`config.mk`:
```
export PLATFORM = sky130hd
export DESIGN_NAME = alarm_controller
export DESIGN_NICKNAME = d
export VERILOG_FILES = /design/src/rtl/alarm_pkg.sv /design/src/rtl/alarm_controller_door_debounce.sv /design/src/rtl/alarm_controller.sv
export SDC_FILE = /design/constraint.sdc
export NUM_CORES = 1
export LEC_CHECK = 0
export CAP_MARGIN = 30
export CELL_PAD_IN_SITES_DETAIL_PLACEMENT = 1
export CELL_PAD_IN_SITES_GLOBAL_PLACEMENT = 2
export CORE_MARGIN = 2
export CORE_UTILIZATION = 26
export DETAILED_ROUTE_END_ITERATION = 8
export PLACE_DENSITY = 0.76
export REMOVE_ABC_BUFFERS = 1
export SLEW_MARGIN = 5
export SYNTH_ARGS = -nofsm -noshare
export SYNTH_HDL_FRONTEND = slang
export SYNTH_SLANG_ARGS = --single-unit
```
`constraint.sdc`:
```
create_clock -name clk_2 -period 1.67 [get_ports clk_2]
set_input_delay 0.4175 -clock clk_2 [delete_from_list [all_inputs] [get_ports clk_2]]
set_output_delay 0.4175 -clock clk_2 [all_outputs]
set_load 0.01 [all_outputs]
```
`src/rtl/alarm_pkg.sv`:
```
// Shared types and helpers for the door-alarm controller.
//   state_t  : FSM state encoding, also exported on state_o
//   CNT_W    : width of the entry/siren timer
//   hex7seg  : hex digit to active-high 7-segment pattern (a=bit0 .. g=bit6)
package alarm_pkg;

   localparam int unsigned CNT_W = 8;

   typedef enum logic [2:0] {
      DISARMED = 3'd0,
      ARMED    = 3'd1,
      ENTRY    = 3'd2,
      ALARM    = 3'd3,
      HOLD     = 3'd4
   } state_t;

   function automatic logic [6:0] hex7seg(input logic [3:0] digit);
      logic [6:0] seg;
      case (digit)
         4'h0: seg = 7'h3F;
         4'h1: seg = 7'h06;
         4'h2: seg = 7'h5B;
         4'h3: seg = 7'h4F;
         4'h4: seg = 7'h66;
         4'h5: seg = 7'h6D;
         4'h6: seg = 7'h7D;
         4'h7: seg = 7'h07;
         4'h8: seg = 7'h7F;
         4'h9: seg = 7'h6F;
         4'hA: seg = 7'h77;
         4'hB: seg = 7'h7C;
         4'hC: seg = 7'h39;
         4'hD: seg = 7'h5E;
         4'hE: seg = 7'h79;
         default: seg = 7'h71;
      endcase
      return seg;
   endfunction

endpackage

```
`src/rtl/alarm_controller_door_debounce.sv`:
```
// Door sensor conditioning: 2-flop synchroniser followed by a stability filter.
// door_db adopts the synchronised value once it has differed from door_db for
// DEB_CYC consecutive cycles; raw edge to door_db edge is 2+DEB_CYC cycles.
// Ports:
//   clk_2     in  board clock
//   rst_n     in  async active-low reset
//   door_open in  raw door sensor (asynchronous)
//   door_db   out debounced door state
module door_debounce #(
   parameter int unsigned DEB_CYC = 2
) (
   input  logic clk_2,
   input  logic rst_n,
   input  logic door_open,
   output logic door_db
);

   localparam int unsigned DEB_W = 4;

   logic             sync_1;
   logic             sync_2;
   logic [DEB_W-1:0] stable_cnt;

   // Synchroniser and stability counter; counter restarts whenever the
   // synced value falls back to the current debounced value.
   always_ff @(posedge clk_2 or negedge rst_n) begin
      if (!rst_n) begin
         sync_1     <= 1'b0;
         sync_2     <= 1'b0;
         stable_cnt <= '0;
         door_db    <= 1'b0;
      end else begin
         sync_1 <= door_open;
         sync_2 <= sync_1;
         if (sync_2 == door_db) begin
            stable_cnt <= '0;
         end else if (stable_cnt == DEB_W'(DEB_CYC - 1)) begin
            stable_cnt <= '0;
            door_db    <= sync_2;
         end else begin
            stable_cnt <= stable_cnt + DEB_W'(1);
         end
      end
   end

endmodule

```
`src/rtl/alarm_controller.sv`:
```
// Sequenced door-alarm controller: arms on night/force_arm, runs an entry delay
// when the door opens, then a blinking siren with a latched alarm until ack.
// Optional feature macro: ALARM_SEG_EN (7-segment display of count_o[3:0] plus
// alarm on the decimal point); without it SEG is tied low.
// Ports:
//   clk_2, rst_n                 clock, async active-low reset
//   door_open, night, force_arm  sensor and arm inputs
//   ack                          alarm acknowledge
//   alarm_o, siren_o             latched alarm, toggling siren drive
//   state_o, count_o             current state, remaining timer cycles
//   SEG                          7-segment drive
module alarm_controller
   import alarm_pkg::*;
#(
   parameter int unsigned DELAY_CYC = 5,
   parameter int unsigned SIREN_CYC = 10,
   parameter int unsigned DEB_CYC   = 2
) (
   input  logic             clk_2,
   input  logic             rst_n,
   input  logic             door_open,
   input  logic             night,
   input  logic             force_arm,
   input  logic             ack,
   output logic             alarm_o,
   output logic             siren_o,
   output logic [2:0]       state_o,
   output logic [CNT_W-1:0] count_o,
   output logic [7:0]       SEG
);

   state_t           state, state_nx;
   logic [CNT_W-1:0] count, count_nx;
   logic             alarm, alarm_nx;
   logic             siren, siren_nx;
   logic             door_db;
   logic             arm_c;

   door_debounce #(.DEB_CYC(DEB_CYC)) u_door_debounce (
      .clk_2     (clk_2),
      .rst_n     (rst_n),
      .door_open (door_open),
      .door_db   (door_db)
   );

   assign arm_c = night | force_arm;

   // State and output registers.
   always_ff @(posedge clk_2 or negedge rst_n) begin
      if (!rst_n) begin
         state <= DISARMED;
         count <= '0;
         alarm <= 1'b0;
         siren <= 1'b0;
      end else begin
         state <= state_nx;
         count <= count_nx;
         alarm <= alarm_nx;
         siren <= siren_nx;
      end
   end

   // Next-state, timer and output logic; count<=1 tests guard against underflow.
   always_comb begin
      state_nx = state;
      count_nx = count;
      alarm_nx = alarm;
      siren_nx = siren;
      case (state)
         DISARMED: begin
            count_nx = '0;
            alarm_nx = 1'b0;
            siren_nx = 1'b0;
            if (arm_c && !door_db) state_nx = ARMED;
         end
         ARMED: begin
            count_nx = '0;
            if (!arm_c) begin
               state_nx = DISARMED;
            end else if (door_db) begin
               state_nx = ENTRY;
               count_nx = CNT_W'(DELAY_CYC);
            end
         end
         ENTRY: begin
            if (!arm_c) begin
               state_nx = DISARMED;
               count_nx = '0;
            end else if (count <= CNT_W'(1)) begin
               state_nx = ALARM;
               count_nx = CNT_W'(SIREN_CYC);
               alarm_nx = 1'b1;
               siren_nx = 1'b1;
            end else begin
               count_nx = count - CNT_W'(1);
            end
         end
         ALARM: begin
            if (ack) begin
               count_nx = '0;
               siren_nx = 1'b0;
               if (!door_db) begin
                  state_nx = DISARMED;
                  alarm_nx = 1'b0;
               end else begin
                  state_nx = HOLD;
               end
            end else if (count <= CNT_W'(1)) begin
               state_nx = HOLD;
               count_nx = '0;
               siren_nx = 1'b0;
            end else begin
               count_nx = count - CNT_W'(1);
               siren_nx = !siren;
            end
         end
         HOLD: begin
            count_nx = '0;
            siren_nx = 1'b0;
            alarm_nx = 1'b1;
            if (ack && !door_db) begin
               state_nx = DISARMED;
               alarm_nx = 1'b0;
            end
         end
         default: begin
            state_nx = DISARMED;
            count_nx = '0;
            alarm_nx = 1'b0;
            siren_nx = 1'b0;
         end
      endcase
   end

   assign state_o = state;
   assign count_o = count;
   assign alarm_o = alarm;
   assign siren_o = siren;

`ifdef ALARM_SEG_EN
   logic [7:0] seg_q;

   // Display is decoded from next-state values so it stays aligned with count_o.
   always_ff @(posedge clk_2 or negedge rst_n) begin
      if (!rst_n) begin
         seg_q <= 8'h00;
      end else begin
         seg_q <= {alarm_nx, hex7seg(count_nx[3:0])};
      end
   end

   assign SEG = seg_q;
`else
   assign SEG = 8'h00;
`endif

endmodule

```
# [Word level (Yosys, flattened, before mapping)]
# Cells that the tools add are included.
[totals] ff_bits=20 latch_bits=0 ramBits=0 romBits=0 input_bits=6 out_inout_bits=21 elab_cells=66 mem_count=0
[op_classes] add_sub_neg=2 mul=0 n_div=0 order_cmp=1 eq_ne=15 shifts=0 muxes=28 n_bitwise=3 reduce_logical=9
[op_table] op="3-bit 2-to-1 mux" count=11
[op_table] op="8-bit 2-to-1 mux" count=4
[op_table] op="8-bit one-hot mux with 3 select lines" count=1
[op_table] op="3-bit one-hot mux with 5 select lines" count=1
[op_table] op="2-bit != test (second input constant)" count=6
[op_table] op="5-bit AND reduction" count=2
[op_table] op="8-bit by 1-bit <= comparator with 1-bit output (second input constant)" count=1
[op_table] op="4-bit 2-to-1 mux" count=2
[op_table] op="8-bit by 1-bit subtractor with 8-bit output (second input constant)" count=1
[op_table] op="1-bit 2-to-1 mux" count=7
[op_table] op="3-bit by 2-bit == test with 1-bit output (second input constant)" count=2
[op_table] op="3-bit != test (second input constant)" count=2
[op_table] op="4-bit by 1-bit adder with 4-bit output (second input constant)" count=1
[op_table] op="4-bit by 1-bit == test with 1-bit output (second input constant)" count=1
[op_table] op="1-bit one-hot mux with 4 select lines" count=1
[op_table] op="3-bit by 1-bit == test with 1-bit output (second input constant)" count=1
[op_table] op="3-bit == test (second input constant)" count=1
[op_table] op="3-bit zero test" count=1
[op_table] op="3-bit by 2-bit != test with 1-bit output (second input constant)" count=1
[op_table] op="1-bit one-hot mux with 3 select lines" count=1
[op_table] op="3-bit AND reduction" count=1
[op_table] op="1-bit logical AND" count=2
[op_table] op="1-bit zero test" count=2
[op_table] op="1-bit inverter" count=2
[op_table] op="other kinds (3)" count=3

# [Logic depth before layout (Yosys ltp)]
[logic_depth] depth_word=4 mapped_depth=7 ltp_nobuf=6

# [Cells and area by module]
# From an unflattened synthesis, not the netlist that was laid out.
[hier_totals] hier_cells=122 area_unflattened_um2=1143.6
[modules_own_cells] mod="alarm_controller" n_inst=1 cells_per_inst=100 area_each_um2=860.8 seq_area_each_um2=325.3
[modules_own_cells] mod="door_debounce" n_inst=1 cells_per_inst=22 area_each_um2=282.8 seq_area_each_um2=175.2

# [Worst setup path after synthesis]
# OpenSTA, ideal clock, no wires.
[synth_path] path_kind="register to register" startpoint="register count[5], in the netlist count_o[5]" endpoint="register count[1], in the netlist count_o[1]" setup_time_ns=0.125 arrival_ns=1.781 required_ns=1.545 slack_ns=-0.236 path_stages_with_launch=6 n_path_buf=1 synth_period_minus_slack_ns=1.906 path_cell_list="dfrtp_1 -> or4_4 -> or4_4 -> buf_6 -> a21oi_1 -> a21oi_1"
[synth_between] elab_chain_len=4 elab_cells_between_ends=6 cone_classes="1 x order compare; 5 x mux"
[synth_rtl] item="start: declaration" line="alarm_controller.sv:33" rtl="logic [CNT_W-1:0] count, count_nx;"
[synth_rtl] item="start signal: assignment" line="alarm_controller.sv:57" rtl="count <= count_nx;"
[synth_rtl] item="8-bit by 1-bit <= comparator with 1-bit output *" line="alarm_controller.sv:89, alarm_controller.sv:108"
[synth_rtl] item="8-bit 2-to-1 mux (on tied branches)" line="alarm_controller.sv:108, alarm_controller.sv:89"
[synth_rtl] item="8-bit 2-to-1 mux (on tied branches)" line="alarm_controller.sv:99, alarm_controller.sv:86"
[synth_rtl] item="8-bit one-hot mux with 3 select lines *" line="alarm_controller.sv:69" rtl="case (state)"
[synth_rtl] item="via count_nx[1]" line="alarm_controller.sv:33"
# Mark *: on every way through the listed nets, which the timed path passes. The rest lies on a longest branch.
# A chain may end at the register's enable or synchronous reset.

# [Final worst setup path]
[layout_path] startpoint="register count[5], in the netlist count_o[5]" endpoint="register state[2], in the netlist state_o[2]"
[layout_between] elab_chain_len=3 elab_cells_between_ends=4 cone_classes="1 x order compare; 2 x eq/ne; 1 x reduce/logical"
[layout_rtl] item="8-bit by 1-bit <= comparator with 1-bit output *" line="alarm_controller.sv:89, alarm_controller.sv:108"
[layout_rtl] item="3-bit != test (no line)"
[layout_rtl] item="5-bit AND reduction (no line) *"
[layout_rtl] item="end signal: assignment" line="alarm_controller.sv:56" rtl="state <= state_nx;"
[layout_rtl] item="end: declaration" line="alarm_controller.sv:32" rtl="state_t state, state_nx;"
# Mark *: on every way between the ends. The rest lies on a longest branch, timed or not.

==> reports/summary.txt <==
CTS tree: yes
Post-Route WL: 2743 µm
CP max-delay cell: or4_4
Starting Density: 27.32%
Clk root buf: clkbuf_8
FF-to-FF Start: count_o[5]
Area Overhead vs Synth: 34.42%
Number of synthesized register bits: 20
PnR Total Power: 2.558 mW
Part of the power in registers: 28.3%
Vias in the first global route: 959
Crit path from: count_o[5]
Syn. warnings: 0
GRT Util Overall: 11.74%
Worst Setup Start Kind: flop
Routed vias/inst: 4.540
Post-route antenna net violation count: 0
Port bufs: 18
# IOs: 27
Most Crowded Layer GR: met2
Core area: 0.004058 mm²
Max Cap Viol: 0
Hold crit path type: reg -> reg
Final HPWL DP: 2083 µm
Logic gate share of total power: 59.6%
RSZ-0062 raised after global routing: true
Std cell rows: 23
Fin. max-slew vios: 0
DR DRC count: 0
Critical path's top delay family: simple AND/OR/NAND/NOR gates
GPL Wtd Cong: 0.8097
Synth unique cells: 36
Cell Count, Final, Fillers Out: 198
ANT cells: 0
Hold Fails Final Rpt: 0
Crit path cell chain: or4_4 -> or4_4 -> buf_4 -> a31oi_4
Final period utilization: 107.8%
Setup Viol. Count Final: 11
H-tree levels: 1
Die H: 69.30 µm
Cells after DPL: 190
Post-Syn Instances: 115
Initial antenna violation count: 0
Delay of the slowest cell on the worst path: 540 ps
Post-Synthesis Cell Area: 0.001109 mm²
Pin count of the biggest net entering global routing: 21
Failing checks: negative setup slack
CTS Buffer Depth: 2
CP endpoint kind: flop
Worst vdd rail ir drop: 0.0004778 V
DR WL/cell: 13.85 µm
Setup WS pre-CTS: -201.8 ps
Cts hold-fix bufs: 0
Most frequent cells in the layout: nor2_1, dfrtp_1, buf_4
Cts bufs inserted: 3
Outcome: finished, violations left
HP Start: u_door_debounce.sync_1
Met3 usage: 2.326%
First-pass GRT wire length: 4567 µm
Switching Share: 40.03%
Max Clk Rate: 0.5556 GHz
Worst endpoint required time: 1850 ps
Crit path top cell by count: or4_4
Met1 usage: 13.74%
Max Fanout on Critical Path: 8
WP data arrival: 1980 ps
Via count: 899
Clock power frac: 12.0%
Latest clock arrival within the worst-skew pair: 250 ps
Clock Skews: 7.148 ps
Sw Pwr: 1.024 mW
Tmin final: 1800 ps
PD cells: 1716 mW/mm²
Worst-path clk slew: 70 ps
Crit path buf inv count: 1
Share of cells above drive strength 1: 20.27%
Die area: 0.004802 mm²
First-pass DRT Iterations: 5
Slew HR: 63.52%
DRT iter0 DRCs: 26
Total gr overflow: 0
Leakage: 0.7394 nW
Register area share after synthesis: 45.15%
Critical setup path kind: reg -> reg
Met2 usage: 21.58%
Syn Area/Cell: 9.640 µm²
Slew @ Worst Pin: 543.1 ps
Worst Slack Setup Final: -129.8 ps
Internal: 1.534 mW
Die X: 69.30 µm
Post-layout net count: 160
CTS sink count: 20
## state kept, by name, indices dropped and copies added, names as in the netlist
name                        flops
u_door_debounce.door_db         1
state_o                         3
count_o                         8
alarm_o                         1
u_door_debounce.sync_1          1
u_door_debounce.stable_cnt      4
u_door_debounce.sync_2          1
siren_o                         1
## kinds of logic after synthesis
group | count (synthesis) | synth area share [%]
multiplexers | 3 | 2.822
other | 1 | 0.3383
flip-flops | 20 | 45.15
AO/OA/AOI/OAI | 17 | 9.820
adder cells (fa/ha/maj) | 4 | 4.515
XOR/XNOR | 7 | 5.531
buffers and inverters | 15 | 8.465
AND/OR/NAND/NOR | 48 | 23.36
## worst register-to-register path: stages (launching register included)
cell and delay (ps):
dfrtp_1 380, or4_4 540, or4_4 500, buf_4 180, a31oi_4 130
## layout make-up
type                            count  area (µm²)
Multi-Input combinational cell     87       576.8
Clock buffer                        3       41.29
Inverter                            5       18.77
Fill cell                         467        2567
Sequential cell                    20       503.0
Tap cell                           50       62.56
Timing Repair Buffer               33       287.8
## timing repair
action,4_1_cts,5_1_grt
setup buffers,3,2
endpoints found under the setup margin,18,13
gates resized for setup,9,6
pin swaps,3,2
endpoints found under the hold margin,0,0
## cell usage after synthesis
cell	n	area, µm²
o21ai_1	2	10.01
and3b_1	1	8.760
nand4bb_1	1	11.26
mux2_2	1	11.26
nand2_1	6	22.52
xor2_1	4	35.03
o41a_1	1	11.26
or3_2	1	7.510
nand2b_4	1	13.76
nand2b_1	2	12.51
nor2_1	19	71.32
a222oi_1	1	10.01
mux2i_1	2	20.02
ha_1	4	50.05
nand2b_2	1	8.760
dfrtp_1	20	500.5
buf_6	1	11.26
a31oi_1	1	6.260
nand3_1	3	15.01
nor4_1	1	6.260
o22ai_1	1	6.260
nand3b_1	1	7.510
o21ai_0	2	10.01
buf_4	8	60.06
inv_1	5	18.77
nor3_1	4	20.02
nor2b_1	4	25.02
o21bai_1	1	7.510
a21oi_1	5	25.02
xnor2_1	3	26.28
conb_1	1	3.750
or3_1	1	6.260
clkbuf_1	1	3.750
a21o_1	2	15.01
or4_4	2	22.52
o211ai_1	1	7.510
## through the flow
step / cell area, µm² / hold slack (ps) / TNS, ps / utilization (%)
5_1_grt: 1490 / 370.6 / -1828 / 36.73
4_1_cts: 1445 / 353.6 / -996.8 / 35.62
2_1_floorplan: 1060 / 121.9 / -1489 / -
6_report: 1490 / 349.5 / -971.0 / 36.73
3_5_place_dp: 1378 / 337.8 / -1661 / 33.95
3_3_place_gp: 1378 / 332.0 / -1317 / 33.95
## power groups by stage
stage               combinational [mW]  sequential [mW]  clock [mW]
floorplan                        0.751            0.805           0
global placement                  1.27            0.747           0
detailed placement                1.33            0.757           0
CTS                               1.41            0.727       0.325
global route                      1.67            0.745       0.339
finish                            1.53            0.725       0.307
## per-layer routing
metal | vias to the layer above | part of all wire, %
li1 | 440 | -
met1 | 433 | 43
met2 | 22 | 52
met3 | 4 | 4.3
met4 | 0 | 0.98
met5 | - | 0
## worst paths after layout
kind | end | slack (ps) | cells past startpoint
max | state_o[2] | -130 | 4
min | u_door_debounce.sync_2 | 350 | 0
max reg2reg | state_o[2] | -130 | 4
min reg2reg | u_door_debounce.sync_2 | 350 | 0
max in group asynchronous | state_o[0] | 930 | 2
min in group asynchronous | count_o[6] | 500 | 2
No activity file was read; power rests on OpenSTA's default activity.
